**src/rtl/sap2_ctrl_pkg.sv**
```systemverilog
// SAP-2 control sequencer shared definitions: control-bit positions, opcodes,
// instruction lengths and the per-T-state control word table.
package sap2_ctrl_pkg;

   localparam int EP   = 15;
   localparam int CP   = 14;
   localparam int LM   = 13;
   localparam int CE   = 12;
   localparam int LI   = 11;
   localparam int EI   = 10;
   localparam int LA   = 9;
   localparam int EA   = 8;
   localparam int SU   = 7;
   localparam int EU   = 6;
   localparam int LB   = 5;
   localparam int LC   = 4;
   localparam int LT   = 3;
   localparam int LO   = 2;
   localparam int LMDR = 1;
   localparam int EMDR = 0;

   localparam logic [7:0] OP_NOP  = 8'h00;
   localparam logic [7:0] OP_ADDB = 8'h80;
   localparam logic [7:0] OP_HLT  = 8'h76;
   localparam logic [7:0] OP_MVIA = 8'h3E;
   localparam logic [7:0] OP_JMP  = 8'hC3;
   localparam logic [7:0] OP_OUT  = 8'hD3;

   typedef enum logic [1:0] {sRun, sHalt, sFault} seqState_e;

   function automatic logic [15:0] cb(input int idx);
      return 16'h0001 << idx;
   endfunction

   function automatic logic isKnownOp(input logic [7:0] op);
      case (op)
         OP_NOP, OP_ADDB, OP_HLT, OP_MVIA, OP_JMP, OP_OUT: return 1'b1;
         default: return 1'b0;
      endcase
   endfunction

   function automatic logic [4:0] instrLen(input logic [7:0] op);
      case (op)
         OP_HLT:         return 5'd5;
         OP_MVIA:        return 5'd7;
         OP_JMP, OP_OUT: return 5'd10;
         default:        return 5'd4;
      endcase
   endfunction

   // Execute-phase words; any T-index past the opcode's length falls to 0.
   function automatic logic [15:0] execWord(input logic [7:0] op, input logic [4:0] t);
      logic [15:0] w;
      w = '0;
      case (op)
         OP_ADDB: if (t == 5'd3) w = cb(EU) | cb(LA);
         OP_MVIA:
            case (t)
               5'd3: w = cb(EP) | cb(LM);
               5'd4: w = cb(CE) | cb(LMDR);
               5'd5: w = cb(CP);
               5'd6: w = cb(EMDR) | cb(LA);
               default: w = '0;
            endcase
         OP_JMP:
            case (t)
               5'd3: w = cb(EP) | cb(LM);
               5'd4: w = cb(CP);
               5'd5: w = cb(CE) | cb(LMDR);
               5'd6: w = cb(EP) | cb(LM);
               5'd7: w = cb(CP);
               5'd8: w = cb(CE) | cb(LT);
               5'd9: w = cb(EMDR) | cb(EI);
               default: w = '0;
            endcase
         OP_OUT:
            case (t)
               5'd3: w = cb(EP) | cb(LM);
               5'd4: w = cb(CP);
               5'd5: w = cb(CE) | cb(LMDR);
               5'd6: w = cb(EA) | cb(LO);
               5'd7: w = cb(LB);
               5'd8: w = cb(LC);
               5'd9: w = cb(SU);
               default: w = '0;
            endcase
         default: w = '0;
      endcase
      return w;
   endfunction

   function automatic logic [15:0] wordAt(input logic [7:0] op, input logic [4:0] t);
      case (t)
         5'd0:    return cb(EP) | cb(LM);
         5'd1:    return cb(CP);
         5'd2:    return cb(CE) | cb(LI);
         default: return execWord(op, t);
      endcase
   endfunction

endpackage

```
**src/rtl/sap2_tstate_encoder.sv**
```systemverilog
// Converts the ring counter's one-hot T-state into a binary index (lowest set
// bit) together with any-bit-set and more-than-one-bit-set flags.
module sap2_tstate_encoder #(
   parameter int T_W = 18
) (
   input  logic [T_W-1:0] tState,
   output logic [4:0]     index,
   output logic           valid,
   output logic           multi
);

   always_comb begin
      index = '0;
      valid = |tState;
      multi = (tState & (tState - T_W'(1))) != '0;
      for (int i = T_W - 1; i >= 0; i--) begin
         if (tState[i]) index = 5'(i);
      end
   end

endmodule

```
**src/rtl/sap2_control_sequencer.sv**
```systemverilog
// SAP-2 control sequencer: registered control word, variable-length ring
// restart, halt/illegal tracking and retire count. Optional: RING_ONEHOT_CHECK_EN.
module sap2_control_sequencer
   import sap2_ctrl_pkg::*;
#(
   parameter int T_W   = 18,
   parameter int CW_W  = 16,
   parameter int RET_W = 16
) (
   input  logic             iClk,
   input  logic             iReset_n,
   input  logic [T_W-1:0]   iTState,
   input  logic [7:0]       iOpcode,
   output logic [CW_W-1:0]  oCtrl,
   output logic             oRingRst,
   output logic             oHalted,
   output logic             oIllegal,
`ifdef RING_ONEHOT_CHECK_EN
   output logic             oRingFault,
`endif
   output logic [RET_W-1:0] oRetired
);

   seqState_e state, stateNext;
   logic [4:0]      tIndex;
   logic            tValid, tMulti, known;
   logic [7:0]      opEff;
   logic [4:0]      lenM1;
   logic [15:0]     tableWord;
   logic [CW_W-1:0] ctrlNext;
   logic            ringRstNext, retireNext, illegalNext;

   sap2_tstate_encoder #(.T_W(T_W)) uEncoder (
      .tState (iTState),
      .index  (tIndex),
      .valid  (tValid),
      .multi  (tMulti)
   );

   // Unknown opcodes run as NOP; a multi-hot ring ORs every selected word.
   always_comb begin
      known     = isKnownOp(iOpcode);
      opEff     = known ? iOpcode : OP_NOP;
      lenM1     = instrLen(opEff) - 5'd1;
      tableWord = '0;
      if (tMulti) begin
         for (int t = 0; t < T_W; t++) begin
            if (iTState[t]) tableWord = tableWord | wordAt(opEff, 5'(t));
         end
      end else if (tValid) begin
         tableWord = wordAt(opEff, tIndex);
      end

      stateNext   = state;
      ctrlNext    = CW_W'(tableWord);
      ringRstNext = iTState[lenM1] | iTState[T_W-1];
      retireNext  = iTState[lenM1];
      illegalNext = oIllegal | (tValid && (tIndex >= 5'd3) && !known);

      case (state)
         sRun: begin
            if (tValid && !tMulti && (tIndex == 5'd4) && (opEff == OP_HLT))
               stateNext = sHalt;
         end
         sHalt: begin
            ctrlNext    = '0;
            ringRstNext = 1'b1;
            retireNext  = 1'b0;
            illegalNext = oIllegal;
         end
         sFault: begin
            if (iTState == T_W'(1)) begin
               stateNext = sRun;
            end else begin
               ctrlNext    = '0;
               ringRstNext = 1'b1;
               retireNext  = 1'b0;
               illegalNext = oIllegal;
            end
         end
         default: stateNext = sRun;
      endcase

`ifdef RING_ONEHOT_CHECK_EN
      if ((state != sHalt) && tMulti) begin
         stateNext   = sFault;
         ctrlNext    = '0;
         ringRstNext = 1'b1;
         retireNext  = 1'b0;
         illegalNext = oIllegal;
      end
`endif
   end

   always_ff @(posedge iClk or negedge iReset_n) begin
      if (!iReset_n) begin
         state    <= sRun;
         oCtrl    <= '0;
         oRingRst <= 1'b0;
         oHalted  <= 1'b0;
         oIllegal <= 1'b0;
         oRetired <= '0;
      end else begin
         state    <= stateNext;
         oCtrl    <= ctrlNext;
         oRingRst <= ringRstNext;
         oHalted  <= (stateNext == sHalt);
         oIllegal <= illegalNext;
         if (retireNext) oRetired <= oRetired + RET_W'(1);
      end
   end

`ifdef RING_ONEHOT_CHECK_EN
   always_ff @(posedge iClk or negedge iReset_n) begin
      if (!iReset_n) oRingFault <= 1'b0;
      else if (tMulti && (state != sHalt)) oRingFault <= 1'b1;
   end
`endif

endmodule

```
**config.mk**
```make
export PLATFORM = sky130hd
export DESIGN_NAME = sap2_control_sequencer
export DESIGN_NICKNAME = d
export VERILOG_FILES = /design/src/rtl/sap2_ctrl_pkg.sv /design/src/rtl/sap2_tstate_encoder.sv /design/src/rtl/sap2_control_sequencer.sv
export SDC_FILE = /design/constraint.sdc
export NUM_CORES = 1
export LEC_CHECK = 0
export ABC_AREA = 1
export BUFFER_PORTS_ARGS = -buffer_cell sky130_fd_sc_hd__clkbuf_2
export CAP_MARGIN = 20
export CORE_MARGIN = 10
export CORE_UTILIZATION = 40
export DETAILED_ROUTE_END_ITERATION = 12
export PLACE_DENSITY_LB_ADDON = 0.25
export SLEW_MARGIN = 20
export SYNTH_ARGS = -nofsm -noshare
export SYNTH_HDL_FRONTEND = slang
export SYNTH_SLANG_ARGS = --single-unit
```
**constraint.sdc**
```tcl
create_clock -name iClk -period 4.92 [get_ports iClk]
set_clock_uncertainty 0.2 [all_clocks]
set_input_delay 0.246 -clock iClk [delete_from_list [all_inputs] [get_ports iClk]]
set_output_delay 0.246 -clock iClk [all_outputs]
set_load 0.05 [all_outputs]
```
* Word level (Yosys, flattened, before mapping) *
Index checks and enable logic that the tools add are counted.

operators by class
  shifts and indexed selects = 0
  bitwise gates (word level) = 21
  multiplexer cells = 118
  $lt $le $gt $ge = 2
  equal/unequal tests = 24
  reduce and logical (&&, ||, !) cells = 18
  divide/modulo/power cells = 0
  $mul = 0
  add/subtract/negate cells = 3

operators with widths
  cell                                                                     count
  16-bit 2-to-1 mux                                                        72
  16-bit bitwise OR                                                        17
  16-bit one-hot mux with 4 select lines                                   2
  16-bit one-hot mux with 7 select lines                                   1
  16-bit one-hot mux with 3 select lines                                   2
  5-bit 2-to-1 mux                                                         18
  15-bit one-hot mux with 2 select lines                                   3
  16-bit one-hot mux with 5 select lines                                   1
  16-bit one-hot mux with 2 select lines                                   2
  8-bit equality test (second input constant)                              6
  13-bit one-hot mux with 2 select lines                                   1
  11-bit one-hot mux with 2 select lines                                   1
  5-bit by 3-bit equality test with 1-bit output (second input constant)   4
  18-bit bitwise AND                                                       1
  18-bit by 1-bit equality test with 1-bit output (second input constant)  1
  18-bit nonzero test                                                      1
  18-bit OR reduction                                                      1
  18-bit by 1-bit subtractor with 18-bit output (second input constant)    1
  16-bit by 1-bit adder with 16-bit output (second input constant)         1
  8-bit by 6-bit equality test with 1-bit output (second input constant)   2
  8-bit by 7-bit equality test with 1-bit output (second input constant)   2
  4-bit one-hot mux with 3 select lines                                    1
  5-bit by 2-bit equality test with 1-bit output (second input constant)   2
  5-bit by 4-bit equality test with 1-bit output (second input constant)   2
  25 further kinds                                                         41

word-level totals
  input bits = 28
  output and inout port bits = 35
  bits in registers = 37
  memory bits (writable) = 0
  latch bits = 0
  memories kept = 0
  word-level logic and storage cells = 192
  memory bits (read-only) = 0

* Longest topological paths before layout *
Gate-level depths: netlist of the first run.

  word-level depth = 57
  gate-level depth with buffers = 24
  gate-level depth less buffers = 24

* By module *
A second synthesis of the first run with hierarchy kept.

unflattened totals
  cell total of the unflattened synthesis = 478
  area, all modules = 3143.0 µm²

modules (own cells, without submodules)
  module                  instances  area an instance (µm²)  seq. area each (µm²)  cells an instance
  sap2_control_sequencer  1          2676.3                  875.8                 378
  sap2_tstate_encoder     1          466.7                   0.0                   100

* Worst setup path after synthesis of the first run *
No wires, ideal clock.

  path kind = in2reg
  from = in iOpcode[6]
  to = reg oRetired[3]
  setup time = 0.125 ns
  path slack = 2.369 ns
  path buffers = 0
  data arrival time = 2.226 ns
  stages on the path = 19
  required time = 4.595 ns
  cell sequence = inv_1 -> nand3_1 -> a21oi_1 -> nand2_2 -> inv_4 -> nand2_2 -> inv_1 -> nor2_1 -> ha_1 -> inv_1 -> a21oi_1 -> o21ai_0 -> nand3_1 -> nand3_1 -> nand2_2 -> nand2_4 -> inv_8 -> nand2_1 -> xor2_1

on the way
  longest elaborated chain between the ends = 12
  elaborated cells on any way between the ends = 20
  classes of those cells = add/sub: 1; eq/ne: 9; mux: 7; reduce/logical: 3

RTL lines
  element                                            RTL line                       source
  from (decl)                                        sap2_control_sequencer.sv:13   input logic [7:0] iOpcode,
  8-bit equality test, or another cell as far along  sap2_ctrl_pkg.sv:36            case (op)
  6-bit OR reduction                                 sap2_ctrl_pkg.sv:36
  1-bit 2-to-1 mux                                   sap2_ctrl_pkg.sv:36
  8-bit 2-to-1 mux (*)                               sap2_control_sequencer.sv:43   opEff = known ? iOpcode : OP_NOP;
  8-bit equality test                                sap2_ctrl_pkg.sv:43            case (op)
  2-bit OR reduction                                 sap2_ctrl_pkg.sv:43
  4-bit one-hot mux with 3 select lines (*)          sap2_ctrl_pkg.sv:43
  5-bit by 1-bit subtractor with 5-bit output (*)    sap2_control_sequencer.sv:44   lenM1 = instrLen(opEff) - 5'd1;
  1-bit binary-select mux with 5-bit select (*)      sap2_control_sequencer.sv:57   retireNext = iTState[lenM1];
  1-bit 2-to-1 mux (not written as such) (*)         sap2_control_sequencer.sv:57
  1-bit 2-to-1 mux                                   sap2_control_sequencer.sv:72   if (iTState == T_W'(1)) begin
  1-bit one-hot mux with 2 select lines (*)          sap2_control_sequencer.sv:60   case (state)
  to (signal assigned)                               sap2_control_sequencer.sv:109  if (retireNext) oRetired <= oRetired + RET_W'(1);
  to (decl)                                          sap2_control_sequencer.sv:21   output logic [RET_W-1:0] oRetired

Every way passes the cells marked *; elsewhere a longest branch is shown, timed or not. The select of a mux whose other input is x is not followed.
A chain may end at the register's enable or synchronous reset.

* Worst setup path in the final report of the first run *
  from = in iOpcode[2]
  to = reg oRetired[3]

Same word-level chain as after synthesis.

==> impl_metrics.json, run 1 <==
{
  "slew_viol_final": 0,
  "final_nets": 458,
  "gp_congestion": 0.925,
  "synth_top_area_share_pct": 34.2,
  "critPathCaptureType": "flop",
  "critical_path_required_ns": 4.90,
  "post_cts_buffers": 0,
  "std_cell_rows": 29,
  "slowest_stage": "ha_1",
  "die_w_um": 100,
  "grt_pass1_wl_um": 12000,
  "vdd.ir_drop.worst_v": 0.000357,
  "wirelength_um": 7070,
  "clk_pin_slew_ns": 0.07,
  "crit_chain": "clkbuf_2 > inv_2 > nand3_2 > o21ai_1 > nor3_2 > nand2_2 > nor2_1 > nor2_1 > ha_1 > inv_1 > a21oi_1 > o21ai_0 > nand3_1 > nand3_1 > nand2_2 > nand2_4 > inv_8 > nand2_1 > xor2_1",
  "cpPeakStageDelay_ns": 0.38,
  "area_delta_synth_final_pct": 19.1,
  "htree_num_levels": 2,
  "port_buffers": 62,
  "grt_usage_pct": 14.2,
  "cts_tree": "yes",
  "wl_per_cell_um": 14.1,
  "finalHoldViolations": 0,
  "status": "complete, no violations",
  "ys_types": 38,
  "clock_sinks": 35,
  "drc": 0,
  "grt_pass1_vias": 2635,
  "fmax_mhz": 352,
  "rsz0062_at_grt": "no",
  "crit_path_max_fanout": 16,
  "critPathKind": "in2reg",
  "drt_first_pass_iters": 4,
  "fin_crit_ns": 2.84,
  "ant_nets": 0,
  "start_util_pct": 40.8,
  "num-fill-cells": 636,
  "netlist_area_mm2": 0.00256,
  "cap_violations": 0,
  "fin_ws_ns": 2.08,
  "pin_count": 63,
  "cts-resized-gates": 0,
  "antenna_found_initial": 0,
  "finalPower_w": 0.00116,
  "layout.cells.non_filler": 502,
  "dp_slack_ns": 1.81,
  "root_buffer": "clkbuf_8",
  "post-dp-hpwl_um": 5890,
  "startpoint_type": "primary input",
  "avgSynthCellArea_um2": 7.15,
  "min_period_over_period_pct": 57.7,
  "cts_max_path_buffers": 2,
  "relSlewSlack_pct": 44.6,
  "powerDensity_mw_per_mm2": 381,
  "die-area_mm2": 0.0100,
  "final_util_pct": 48.5,
  "synth_area_leader_cell": "dfrtp_1",
  "drt_iter0_drc": 105,
  "via_count": 2556,
  "yosys-top-cells-area": "dfrtp_1 34%, inv_1 9.2%, nand2_1 9.2%",
  "ys.warnings.count": 0,
  "fp.dieH_um": 100,
  "postSynthCellCount": 358,
  "power.leakage_nw": 1.55,
  "fin_tns_setup_ns": 0,
  "vias_per_cell": 5.09,
  "synth.net_count": 392,
  "finalSetupViolCount": 0,
  "hold_path_class": "in2reg",
  "clock_latency_ns": 0.29,
  "post-place-cells": 493,
  "ys_ff_latch": 35,
  "ys_seq_area_share_pct": 34.2,
  "grt_max_degree": 36,
  "core_mm2": 0.00628,
  "crit_arrival_ns": 2.82,
  "antenna_cells": 0,
  "drive_above_1_share_pct": 24.0,
  "numCtsBuffers": 5,
  "worst_pin_slew_ns": 0.831,
  "grt.overflow.total": 0
}
==> through the flow <==
| step | hold slack [ns] | area, um2 |
|---|---|---|
| floorplan | -0.250 | 2560 |
| global placement | 0.183 | 2920 |
| CTS | 0.0645 | 3050 |
| finish | 0.0862 | 3050 |
| detailed placement | 0.188 | 2920 |
| global route | 0.106 | 3050 |
==> cell usage after synthesis, drive strengths merged <==
cell type and n:
nand4 10, nor2 37, and2 2, o211ai 1
nor3 13, a31oi 3, o21ai 29, nand3 21
xnor2 6, o22a 1, dfrtp 35, inv 66
buf 4, ha 6, nor4 7, xor2 10
a31o 1, o22ai 4, nor3b 1, and3 1
a22oi 1, a21oi 20, a221oi 1, nand2 78
==> sequential cells by signal, summed over array words and instances, names as in the netlist <==
register  count
oCtrl        14
oHalted       1
oIllegal      1
oRetired     16
oRingRst      1
state         2
==> worst max-delay path: cells and delay by family <==
family / cells / cell delay, ns
buffers and inverters: 4 / 0.53
AO/OA/AOI/OAI: 3 / 0.29
AND/OR/NAND/NOR: 10 / 1.22
adder cells (fa/ha/maj): 1 / 0.38
XOR/XNOR: 1 / 0.14
==> area by class of cell <==
class | instances | area, um2 | area share (%)
Multi-Input combinational cell | 253 | 1380 | 45.3
Sequential cell | 35 | 876 | 28.7
Tap cell | 77 | 96.3 | 3.16
Inverter | 66 | 258 | 8.46
Timing Repair Buffer | 63 | 320 | 10.5
Clock buffer | 6 | 82.6 | 2.71
Clock inverter | 2 | 35.0 | 1.15
==> routing by layer <==
| layer | part of all wire [%] | wire length (um) | vias up | track usage (%) |
|---|---|---|---|---|
| li1 | - | - | 1299 | - |
| met1 | 45 | 3160 | 1160 | 17.1 |
| met2 | 46 | 3270 | 83 | 23.7 |
| met3 | 6.5 | 458 | 14 | 3.37 |
| met4 | 2.6 | 186 | 0 | 5.87 |
| met5 | 0 | 0 | - | 0 |
==> placed cells by master, fill, tap and decap left out, types with 2 or more instances in the layout <==
cell type  Yosys  routed
inv_1         63      63
nand2_1       63      63
clkbuf_2       0      62
dfrtp_1       35      35
nor2_1        34      34
a21oi_1       19      19
o21ai_0       19      19
nand3_1       19      19
nand2_2       13      13
nor3_1        12      12
nand4_1       10      10
xor2_1        10      10
nor4_1         6       6
xnor2_1        6       6
ha_1           6       6
clkbuf_8       0       6
o21ai_1        5       5
o21ai_2        5       5
o22ai_1        4       4
a31oi_1        3       3
nor2_2         3       3
nand3_2        2       2
nand2_4        2       2
and2_1         2       2
==> final timing paths <==
kind,startpoint,end,slack [ns],cells past startpoint
worst max-delay path,iOpcode[2],oRetired[3],2.08,19
worst min-delay path,iTState[4],oCtrl[14],0.09,3
worst max register to register,state[0],oRetired[3],2.69,8
worst min register to register,oRetired[2],oRetired[2],0.32,1
max in group asynchronous,iReset_n,oCtrl[7],3.60,2
min in group asynchronous,iReset_n,oRetired[3],0.39,2
==> repair_timing <==
item,4_1_cts,5_1_grt
hold buffers,1,0
setup endpoints to repair,0,0
hold endpoints to repair,35,0
==> where the power goes <==
group          switching (W)  leakage [nW]  internal, W
Combinational       0.000377          1.04     0.000123
Sequential         0.0000540         0.452     0.000341
Clock               0.000101        0.0612     0.000164
Total               0.000532          1.55     0.000628
==> cell families (layout without fill, tap and decap cells) <==
| family | count (synthesis) | after routing | synth area share [%] |
|---|---|---|---|
| and+or+nand+nor | 170 | 170 | 31.7 |
| AOI/OAI and AO/OA | 61 | 61 | 13.8 |
| buffers and inverters | 70 | 137 | 11.9 |
| xor gates and xnor gates | 16 | 16 | 5.48 |
| adders and majority gates | 6 | 6 | 2.93 |
| DFF | 35 | 35 | 34.2 |
(Power assumes the default switching activity.)
==> run 2: changes to the inputs <==
==> constraint.sdc (replaced) <==
create_clock -name iClk -period 2.6 [get_ports iClk]
set_clock_uncertainty 0.2 [all_clocks]
set_input_delay 0.13 -clock iClk [delete_from_list [all_inputs] [get_ports iClk]]
set_output_delay 0.13 -clock iClk [all_outputs]
set_load 0.05 [all_outputs]
==> impl_metrics.json, run 2 (same netlist as run 1, synthesis figures left out) <==
{
  "status": "complete, no violations",
  "cts_max_path_buffers": 2,
  "grt_max_degree": 36,
  "drt_first_pass_iters": 5,
  "critPathCaptureType": "flop",
  "cp-startpoint": "iOpcode[2]",
  "rsz0062_at_grt": "no",
  "final_common_cell": "nand2_1",
  "grt_pass1_wl_um": 12300,
  "die-area_mm2": 0.0100,
  "grt.overflow.total": 0,
  "final_nets": 490,
  "htree_num_levels": 2,
  "post-dp-hpwl_um": 5990,
  "power.leakage_nw": 1.69,
  "finalSetupViolCount": 0,
  "slowest_stage": "xor2_1",
  "wl_per_cell_um": 13.7,
  "finalHoldViolations": 0,
  "final_cell_mix": "63 x nand2_1, 62 x inv_1, 62 x clkbuf_2",
  "clock_latency_ns": 0.28,
  "antenna_cells": 0,
  "fin_crit_ns": 2.36,
  "wirelength_um": 7300,
  "grt_usage_pct": 14.7,
  "cp.buffers_inverters": 6,
  "largest_register": "oRetired",
  "drive_above_1_share_pct": 28.7,
  "crit_path_max_fanout": 9,
  "largestRegisters": "oRetired: 16 flops, oCtrl: 14 flops, state: 2 flops",
  "critPathKind": "in2reg",
  "clock_sinks": 35,
  "ant_nets": 0,
  "via_count": 2629,
  "dp_slack_ns": -0.115,
  "timing.rr.start": "state[1]",
  "numCtsBuffers": 5,
  "cts_tree": "yes",
  "fp.dieH_um": 100,
  "port_buffers": 62,
  "antenna_found_initial": 0,
  "pin_count": 63,
  "grt_pass1_vias": 2693,
  "finalPower_w": 0.00213,
  "clk_pin_slew_ns": 0.07,
  "cap_violations": 0,
  "powerDensity_mw_per_mm2": 642,
  "drt_iter0_drc": 203,
  "fin_ws_ns": 0.239,
  "root_buffer": "clkbuf_8",
  "min_period_over_period_pct": 90.8,
  "start_util_pct": 40.8,
  "regArea_um2": 876,
  "gp_congestion": 0.929,
  "startpoint_type": "primary input",
  "slew_viol_final": 0,
  "hold_path.startpoint": "iOpcode[3]",
  "drc": 0,
  "fmax_mhz": 424,
  "num-fill-cells": 624,
  "vias_per_cell": 4.92,
  "std_cell_rows": 29,
  "worst_pin_slew_ns": 0.839,
  "critPathTopFamily": "simple AND/OR/NAND/NOR gates",
  "crit_arrival_ns": 2.33,
  "area_delta_synth_final_pct": 29.3,
  "largest_reg_flops": 16,
  "critical_path_required_ns": 2.57,
  "vdd.ir_drop.worst_v": 0.000606,
  "core_mm2": 0.00628,
  "hold_path_class": "in2reg",
  "die_w_um": 100,
  "multiInputGateArea_mm2": 0.00141,
  "cpPeakStageDelay_ns": 0.24,
  "relSlewSlack_pct": 44.1,
  "crit_chain": "clkbuf_2 > inv_2 > a31oi_1 > nor3_2 > nand2_2 > inv_4 > nand2_2 > inv_1 > nor2_1 > ha_4 > xor2_1 > inv_1 > nand3_1 > nand3_1 > nand2_4 > nand2_8 > inv_8 > nand2_1 > xor2_1"
}
[run 2: path summary, 6_finish.rpt]
kind | to | slack [ns] | cells after the start
worst min register to register | oIllegal | 0.29 | 1
worst min-delay path | oCtrl[6] | 0.02 | 4
max in group asynchronous | oRetired[12] | 1.39 | 2
worst max-delay path | oRetired[3] | 0.24 | 19
worst max register to register | oCtrl[14] | 0.25 | 7
min in group asynchronous | oCtrl[12] | 0.28 | 2
[run 2: stage by stage]
stage                     utilization (%)  hold slack, ns  std cells  setup TNS [ns]  area [um2]
after global routing                 52.7          0.0329        534               0        3310
after detailed placement             49.8          0.0775        519          -0.929        3130
final                                52.7          0.0216        534               0        3310
after floorplan                         -          -0.366        358               0        2560
after CTS                            52.1         0.00930        533               0        3270
after global placement               49.8          0.0691        519          -0.403        3130
[run 2: worst reg2reg max path: cells and delay by family (launching register included)]
kind            cells  cell delay, ns
flops               1            0.39
compound gates      2            0.21
buf+inv             4            1.03
fa+ha+maj           1            0.40
[run 2: cell type report]
| cell class | instances | share of cell area [%] |
|---|---|---|
| inverters | 66 | 7.79 |
| clock buffers | 6 | 2.19 |
| flip-flops and latches | 35 | 26.5 |
| multi-input cells | 253 | 42.6 |
| well taps | 77 | 2.91 |
| clock inverters | 2 | 0.378 |
| repair buffers | 95 | 17.7 |
[run 2: what timing repair did]
item / in CTS / in global routing
setup endpoints to repair: 0 / 13
endpoints found under the hold margin: 40 / 0
hold buffers: 6 / 0
resized for setup: 0 / 6
setup buffers: 0 / 1
[run 2: where the power goes]
group          internal [W]  leakage, nW  switching (W)  total, W
clock              0.000187       0.0412       0.000190  0.000376
sequential         0.000646        0.452      0.0000965  0.000743
combinational      0.000278         1.19       0.000728   0.00101
[run 2: layer usage]
| metal | vias up | GRT usage, % | wire, um |
|---|---|---|---|
| li1 | 1357 | - | - |
| met1 | 1187 | 17.8 | 3350 |
| met2 | 75 | 24.2 | 3370 |
| met3 | 10 | 3.71 | 443 |
| met4 | 0 | 5.87 | 133 |
| met5 | - | 0 | 0 |
